[config.mk]
export PLATFORM = sky130hd
export DESIGN_NAME = mul_ctrl
export DESIGN_NICKNAME = d
export VERILOG_FILES = /design/src/rtl/mul_ctrl.sv
export SDC_FILE = /design/constraint.sdc
export NUM_CORES = 1
export LEC_CHECK = 0
export ABC_AREA = 1
export CELL_PAD_IN_SITES_DETAIL_PLACEMENT = 2
export CELL_PAD_IN_SITES_GLOBAL_PLACEMENT = 2
export CORE_MARGIN = 2
export CORE_UTILIZATION = 24
export DETAILED_ROUTE_END_ITERATION = 16
export PLACE_DENSITY = 0.81
export SYNTH_ARGS = -nofsm -noshare
export SYNTH_HDL_FRONTEND = slang
export SYNTH_SLANG_ARGS = --single-unit
[constraint.sdc]
create_clock -name clk -period 1.85 [get_ports clk]
set_input_delay 0.555 -clock clk [delete_from_list [all_inputs] [get_ports clk]]
set_output_delay 0.555 -clock clk [all_outputs]
set_load 0.05 [all_outputs]
[src/rtl/mul_ctrl.sv]
// Sequencing FSM for the iterative multiplier: one load strobe, then N_ITER
// step strobes with an iteration index, then a held done flag.
module mul_ctrl #(
    parameter int N_ITER = 32,
    parameter int CNT_W  = 5
) (
    input  logic             clk,
    input  logic             reset,
    input  logic             op_start,
    input  logic             op_clear,
    output logic             dp_load,
    output logic             dp_step,
    output logic             dp_clear,
    output logic [CNT_W-1:0] count,
    output logic             busy,
    output logic             op_done
);

    typedef enum logic [1:0] {
        IDLE = 2'b00,
        LOAD = 2'b01,
        EXEC = 2'b10,
        DONE = 2'b11
    } state_t;

    localparam logic [CNT_W-1:0] LastIdx = CNT_W'(N_ITER - 1);

    state_t           state_q, state_d;
    logic [CNT_W-1:0] count_q, count_d;
    logic             clear_q, clear_d;

    // Clear beats start in every state; DONE accepts a new start directly.
    always_comb begin
        state_d = state_q;
        count_d = count_q;
        clear_d = op_clear;
        if (op_clear) begin
            state_d = IDLE;
            count_d = '0;
        end else begin
            unique case (state_q)
                IDLE: begin
                    if (op_start) begin
                        state_d = LOAD;
                    end
                end
                LOAD: begin
                    state_d = EXEC;
                    count_d = '0;
                end
                EXEC: begin
                    if (count_q == LastIdx) begin
                        state_d = DONE;
                        count_d = '0;
                    end else begin
                        count_d = count_q + CNT_W'(1);
                    end
                end
                DONE: begin
                    if (op_start) begin
                        state_d = LOAD;
                    end
                end
                default: begin
                    state_d = IDLE;
                    count_d = '0;
                end
            endcase
        end
    end

    always_ff @(posedge clk) begin
        if (reset) begin
            state_q <= IDLE;
            count_q <= '0;
            clear_q <= 1'b0;
        end else begin
            state_q <= state_d;
            count_q <= count_d;
            clear_q <= clear_d;
        end
    end

    assign dp_load  = (state_q == LOAD);
    assign dp_step  = (state_q == EXEC);
    assign busy     = (state_q == LOAD) || (state_q == EXEC);
    assign op_done  = (state_q == DONE);
    assign dp_clear = clear_q;
    assign count    = count_q;

endmodule

==> metrics.txt, run 1 <==
status=completed; Main synth FF type=dfxtp_1; Worst-path clk slew=60 ps; CTS H-tree depth=1; Post-DP HPWL=949.5 um; clk buf depth=2; Slew HR=0.8186; num ports=14; clock share of power=0.330; Finished Layout Cells=slightly above 90; vias per cell=4.602; sequential-to-total area share from yosys stat=0.3821; most common cell in the netlist=nand2_1; MaxCap Viol Count=0; Iter 0 DRT Violations=4; crit path kind=reg2out; Worst setup SP type=register; Total Wirelength=1161 um; maximum number of pins on one net before global-route repair=7; fillers=193; Switching Share=0.2869; Commonest cells post-synth=15 x nand2_1, 9 x inv_1, 8 x dfxtp_1; Fmax=0.5695 GHz; Hold Path Class=reg2reg; I/O Buffers=13; total CTS buffers=3; Worst IR Drop VDD=around 340 uV; drt wl/cell=12.48 um; Final Skew=7.435 ps; Post-synth EDFFs=0; crit path max fanout=6; Comb pwr share=0.231; first-pass GRT wire length=2063 um; Yosys cell types=10; multiplexer share of the synthesized area=0; die height=between 40 and 50 um; Post-Synthesis Net Count=68; worst path required time=1290 ps; P_int=293.4 uW; Syn Inst Count=58; CTS tree=yes; Mapped Area=419.2 um^2; root buffer cell=clkbuf_4; Worst Setup End Kind=output port; via count=around 430; ys async rst share=0; Skew-Pair Late Insertion Delay=250 ps; Reg power frac=0.439; DR DRC count=0; post-layout minimum cycle time=1756 ps; xor and xnor area share after synthesis=0.02090; Cell Pwr Density=612.4 nW/um^2; core area=1689 um^2; worst slew pin tran=271.1 ps; Yosys top cell by area=dfxtp_1; Synth Area in Adders=0.1791; Antenna Nets Post-Route=0; GR Util All Layers=0.1395; final period utilization=0.9491; Area Growth Syn to Fin=60.30%; CP arrival=1200 ps; clk sink count=8; Synth Area in Compound Gates=0.07164; Die W=between 40 and 50 um; dpl cells=89; drt pass-1 iters=2; Starting Density=0.2481; diode count=0; Total Neg Setup Slack=0 ps; Avg Cell Area, Syn=7.227 um^2; switching power total=118.1 uW; num rows=15; Slew Limit Fails=0; Yosys top cell area share=0.3821; global placement routability congestion=0.7560; Nets=88; Final Hold Slack=497.3 ps; #FFs+latches synth=8; YS warnings=0; ranking of synthesized cells by area=dfxtp_1 38%, ha_1 18%, nand2_1 13%; initial antenna violation count=0; Setup violations, final=0; LEAKAGE=0.0003046 uW; final-report hold violation count=0; largest family of logic cells by synthesized area=simple AND/OR/NAND/NOR gates; simple-gate share of the synthesized area=0.2567; share of cells above drive strength 1=0.2368; global route overflow=0; vias in the first global route=462; RSZ-0062 raised after global routing=false; Die ar.=2097 um^2
[layer usage]
metal / up-vias / wire, um / track usage
met3: 0 / 54 / 0.05159
met2: 10 / 597 / 0.2169
li1: 217 / - / -
met4: 0 / 0 / 0.03429
met5: - / 0 / 0
met1: 201 / 509 / 0.1827
[state kept, by name, summed over array words and instances, names as in the netlist]
name,cells
count,5
dp_clear,1
state_q,2
[final cells by class]
| class | instances | area, um^2 | share of cell area |
|---|---|---|---|
| multi-input cells | 40 | 234.0 | 0.3482 |
| flip-flops and latches | 8 | 161.4 | 0.2402 |
| inverters | 10 | 37.54 | 0.05587 |
| well taps | 17 | 21.27 | 0.03166 |
| repair buffers | 15 | 195.2 | 0.2905 |
| clock buffers | 3 | 22.52 | 0.03352 |
[kinds of logic after synthesis]
logic type / count (synthesis)
flip-flops: 8
AND/OR/NAND/NOR: 27
AO/OA/AOI/OAI: 6
adder cells (fa/ha/maj): 6
XOR/XNOR: 1
buffers and inverters: 10
[power groups by stage]
stage / Combinational [uW] / Sequential (uW) / Clock (uW)
2_1_floorplan: 44.4 / 187 / 0
3_3_place_gp: 85.1 / 183 / 0
5_1_grt: 102 / 182 / 155
4_1_cts: 92.4 / 180 / 144
6_report: 95.0 / 181 / 136
3_5_place_dp: 87.6 / 184 / 0
[per-stage QoR]
step	util	cell area (um^2)	power, uW	setup WS [ps]
after floorplan	-	419.2	231.4	213.2
after global placement	0.3719	628.1	268.4	200.4
after detailed placement	0.3719	628.1	271.4	135.2
after CTS	0.3919	661.9	416.4	13.27
after global routing	0.3978	671.9	438.9	16.84
final	0.3978	671.9	411.5	94.15
[critical path, stage by stage (launching register included)]
cell     delay (ps)
dfxtp_2         370
inv_1            80
ha_4            300
inv_2            60
buf_12          140
[worst paths after layout]
check              from        to  slack, ps  cells past startpoint
max reg2reg    count[0]  count[2]        430                      9
min            count[4]  count[4]        500                      2
max          state_q[0]      busy         90                      4
min reg2reg    count[4]  count[4]        500                      2
[timing repair]
| item | in CTS | in global routing |
|---|---|---|
| endpoints found under the setup margin | 1 | 1 |
| gates resized for setup | 2 | 1 |
| setup buffers | 1 | 0 |
| hold buffers | 0 | 0 |
[placed cells by master, fill, tap and decap left out, drive strengths merged]
master | netlist | routed
nor2 | 7 | 7
dfxtp | 8 | 8
clkdlybuf4s50 | 0 | 3
inv | 10 | 10
xor2 | 1 | 1
nand3 | 5 | 5
nand2 | 15 | 15
o21ai | 1 | 1
a21oi | 5 | 5
ha | 6 | 6
buf | 0 | 12
clkbuf | 0 | 3
Note: power is estimated with default switching activity, not from simulation.
==> run 2: changes to the inputs <==
==> constraint.sdc (replaced) <==
create_clock -name clk -period 1.85 [get_ports clk]
set_input_delay 0.37 -clock clk [delete_from_list [all_inputs] [get_ports clk]]
set_output_delay 0.37 -clock clk [all_outputs]
set_load 0.05 [all_outputs]
==> metrics.txt, run 2 (synthesis gave the netlist of run 1 again) <==
status=completed; Largest delay share family, worst path=buffers and inverters; crit path max fanout=1; met3 Use GR=0.02778; GR peak layer=met2; Reg power frac=0.445; LEAKAGE=between 0.0002 and 0.0003 uW; overall power=403.5 uW; global route overflow=0; I/O Buffers=13; P_int=282.7 uW; Slew HR=0.6678; Buffers & Inverters on Critical Path=1; Worst setup SP type=register; via count=~430; vias per cell=4.670; worst slew pin tran=just under 500 ps; Total Neg Setup Slack=0 ps; vias in the first global route=441; clk buf depth=2; CP arrival=1350 ps; maximum number of pins on one net before global-route repair=7; GR Util All Layers=0.1255; Slew Limit Fails=0; global placement routability congestion=0.7788; Worst-path clk slew=60 ps; worst path cell trace=clkdlybuf4s50_1; Fmax=about 0.58 GHz; first-pass GRT wire length=1849 um; post-layout minimum cycle time=1724 ps; Worst Setup End Kind=output port; MaxCap Viol Count=0; share of cells above drive strength 1=0.1892; drt wl/cell=11.97 um; Setup violations, final=0; Skew-Pair Late Insertion Delay=260 ps; die height=roughly 46 um; met2 Resource Use GR=0.2000; Antenna Nets Post-Route=0; total CTS buffers=3; core area=about 1700 um^2; commonest non-fill, non-tap cell in the layout=nand2_1; Die W=45.79 um; Die ar.=2097 um^2; fillers=208; drt pass-1 iters=3; Iter 0 DRT Violations=6; CTS tree=yes; final-report hold violation count=0; most frequent cells in the layout=15 x nand2_1, 9 x inv_1, 7 x nor2_1, 7 x dfxtp_1, 7 x buf_4; max reg flops=5; Final Skew=0.4785 ps; met1 global-route usage=0.1555; crit path kind=reg2out; final period utilization=0.9321; Critical Path Max Stage Delay=790 ps; Hold Path Class=reg2reg; Worst IR Drop VDD=between 300 and 400 uV; Cell Pwr Density=676.1 nW/um^2; Switching Share=0.2995; Post-DP HPWL=~900 um; DR DRC count=0; Starting Density=0.2481; Nets=86; worst path required time=approximately 1500 ps; Area Growth Syn to Fin=42.39%; CTS H-tree depth=1; num rows=15; Slowest-stage cell, CP=clkdlybuf4s50_1; num ports=14; RSZ-0062 raised after global routing=false; clock share of power=0.356; diode count=0; initial antenna violation count=0; switching power total=120.8 uW; Post-CTS Setup Bufs=0; Total Wirelength=1089 um; Comb pwr share=0.199; clk sink count=8; root buffer cell=clkbuf_4
-- run 2: changes by cell type in the layout (fill, tap and decap cells not counted), sizes merged --
cell           change
buf                -3
clkdlybuf4s50      +1
-- run 2: final cells by class --
type	instances	area (um^2)	area share
Tap cell	17	21.27	0.03564
Clock buffer	3	22.52	0.03774
Sequential cell	8	161.4	0.2704
Multi-Input combinational cell	40	221.5	0.3711
Timing Repair Buffer	13	132.6	0.2222
Inverter	10	37.54	0.06289
-- run 2: final timing paths --
path            start  endpoint  slack, ps  cells past startpoint
max          dp_clear  dp_clear        130                      1
min          count[4]  count[4]        490                      2
min reg2reg  count[4]  count[4]        490                      2
max reg2reg  count[1]  count[2]        430                      9
-- run 2: through the flow --
stage	area, um^2	hold slack (ps)	setup slack (ps)	instances	utilization
finish	596.8	490.7	125.6	91	0.3533
CTS	595.6	492.1	65.69	91	0.3526
floorplan	419.2	441.2	213.2	58	-
global route	596.8	534.2	42.04	91	0.3533
detailed placement	573.1	483.7	345.8	88	0.3393
global placement	573.1	473.8	385.3	88	0.3393
-- run 2: power groups by stage --
| stage | Clock, uW | Combinational (uW) | Sequential [uW] |
|---|---|---|---|
| 6_report | 144 | 80.1 | 180 |
| 5_1_grt | 156 | 87.4 | 181 |
| 4_1_cts | 150 | 81.5 | 179 |
| 3_5_place_dp | 0 | 80.9 | 184 |
| 3_3_place_gp | 0 | 79.9 | 183 |
| 2_1_floorplan | 0 | 44.4 | 187 |
-- run 2: timing repair --
| action | CTS | global route |
|---|---|---|
| hold buffers | 0 | 0 |
| gates resized for setup | 0 | 1 |
| endpoints found under the setup margin | 0 | 1 |
-- run 2: routing by layer --
layer / vias to the layer above / routed length (um)
met2: 8 / 540
met4: 0 / 19
met5: - / 0
met1: 201 / 487
li1: 214 / -
met3: 2 / 41
==> run 3: changes to the inputs <==
Settings changed: CORE_UTILIZATION 24 to 22, PLACE_DENSITY 0.81 to 0.76.
Clock period 1.85 ns to 1.9 ns, I/O delays scaled along.
==> metrics.txt, run 3 (synthesis gave the netlist of run 1 again) <==
initial antenna violation count=0; MaxCap Viol Count=0; clk sink count=8; crit path max fanout=3; Worst Setup End Kind=output port; Slew Limit Fails=0; Slowest-stage cell, CP=clkdlybuf4s50_1; Skew-Pair Late Insertion Delay=260 ps; clk buf depth=2; share of cells above drive strength 1=0.1757; core area=roughly 1800 um^2; DR DRC count=0; commonest non-fill, non-tap cell in the layout=nand2_1; Starting Density=0.2376; max reg flops=5; drt pass-1 iters=3; num ports=14; Hold Path Class=reg2reg; vias per cell=4.040; Area Growth Syn to Fin=45.37%; Die W=47.65 um; global placement routability congestion=around 0.7; worst path required time=roughly 1500 ps; Worst setup SP type=register; vias in the first global route=417; I/O Buffers=13; Iter 0 DRT Violations=1; crit path kind=reg2out; Cell Pwr Density=649.4 nW/um^2; Buffers & Inverters on Critical Path=1; Total Neg Setup Slack=0 ps; Die ar.=2271 um^2; CTS H-tree depth=1; die height=roughly 48 um; Worst-path clk slew=60 ps; maximum number of pins on one net before global-route repair=7; Final Skew=8.173 ps; Antenna Nets Post-Route=0; RSZ-0062 raised after global routing=false; total CTS buffers=3; Slew HR=0.6591; Post-CTS Setup Bufs=0; LEAKAGE=~0.00028 uW; worst path cell trace=clkdlybuf4s50_1; num rows=15; most frequent cells in the layout=15 x nand2_1, 9 x inv_1, 7 x nor2_1, 7 x dfxtp_1; Setup violations, final=0; Worst IR Drop VDD=about 330 uV; drt wl/cell=between 10 and 15 um; CP arrival=1420 ps; CTS tree=yes; Fmax=0.5554 GHz; GR Util All Layers=0.1352; status=completed; Largest delay share family, worst path=buffers and inverters; fillers=230; via count=400; final-report hold violation count=0; Final Hold Slack=~480 ps; Critical Path Max Stage Delay=810 ps; post-layout minimum cycle time=1801 ps; Total Wirelength=1200 um; Post-DP HPWL=1009 um; final period utilization=0.9477; root buffer cell=clkbuf_4; Nets=86; diode count=0; global route overflow=0; Setup crit start=count[0]; min-delay src=count[4]; first-pass GRT wire length=2001 um; worst reg2reg path startpoint=count[1]; worst slew pin tran=509.7 ps
-- run 3: changes by cell type in the layout (fill, tap and decap cells not counted), sizes merged --
cell,change
clkdlybuf4s50,+1
buf,-1
-- run 3: layer usage --
metal,GRT usage,share of wire
met5,0,0
met4,0.03243,0
met3,0.08302,0.061
met2,0.1919,0.46
met1,0.1742,0.47
-- run 3: repair_timing --
action / CTS / global route
setup endpoints to repair: 0 / 1
hold endpoints to repair: 0 / 0
resized for setup: 0 / 1
hold buffers: 0 / 0
-- run 3: metrics by stage --
step           instances  utilization  area [um^2]  setup WS [ps]  power (uW)
3_3_place_gp          96       0.3319        585.6          396.5       256.4
5_1_grt               99       0.3454        609.3          40.20       421.0
4_1_cts               99       0.3447        608.1          49.17       406.9
2_1_floorplan         58            -        419.2          263.2       225.4
6_report              99       0.3454        609.3          99.34       395.7
3_5_place_dp          96       0.3319        585.6          345.9       260.6
-- run 3: layout make-up --
cell class	instances	area, um^2	area share
Timing Repair Buffer	13	135.1	0.2218
Inverter	10	37.54	0.06160
Sequential cell	8	161.4	0.2649
Multi-Input combinational cell	40	221.5	0.3634
Clock buffer	3	22.52	0.03696
Tap cell	25	31.28	0.05133
-- run 3: worst min-delay path, delay by kind of cell (launching register included) --
| kind | cells | cell delay, ps |
|---|---|---|
| AOI/OAI and AO/OA | 1 | 50 |
| DFF | 1 | 320 |
| and+or+nand+nor | 1 | 60 |
-- run 3: power breakdown --
group / total [uW] / switching (uW) / internal (uW)
registers: 175 / 3.38 / 172
clock network: 140 / 67.0 / 72.9
logic: 80.6 / 49.8 / 30.9
-- run 3: worst paths after layout --
check / endpoint / slack [ps] / cells after the start
min reg2reg: count[4] / 480 / 2
max reg2reg: count[2] / 430 / 9
max: count[0] / 100 / 1
min: count[4] / 480 / 2
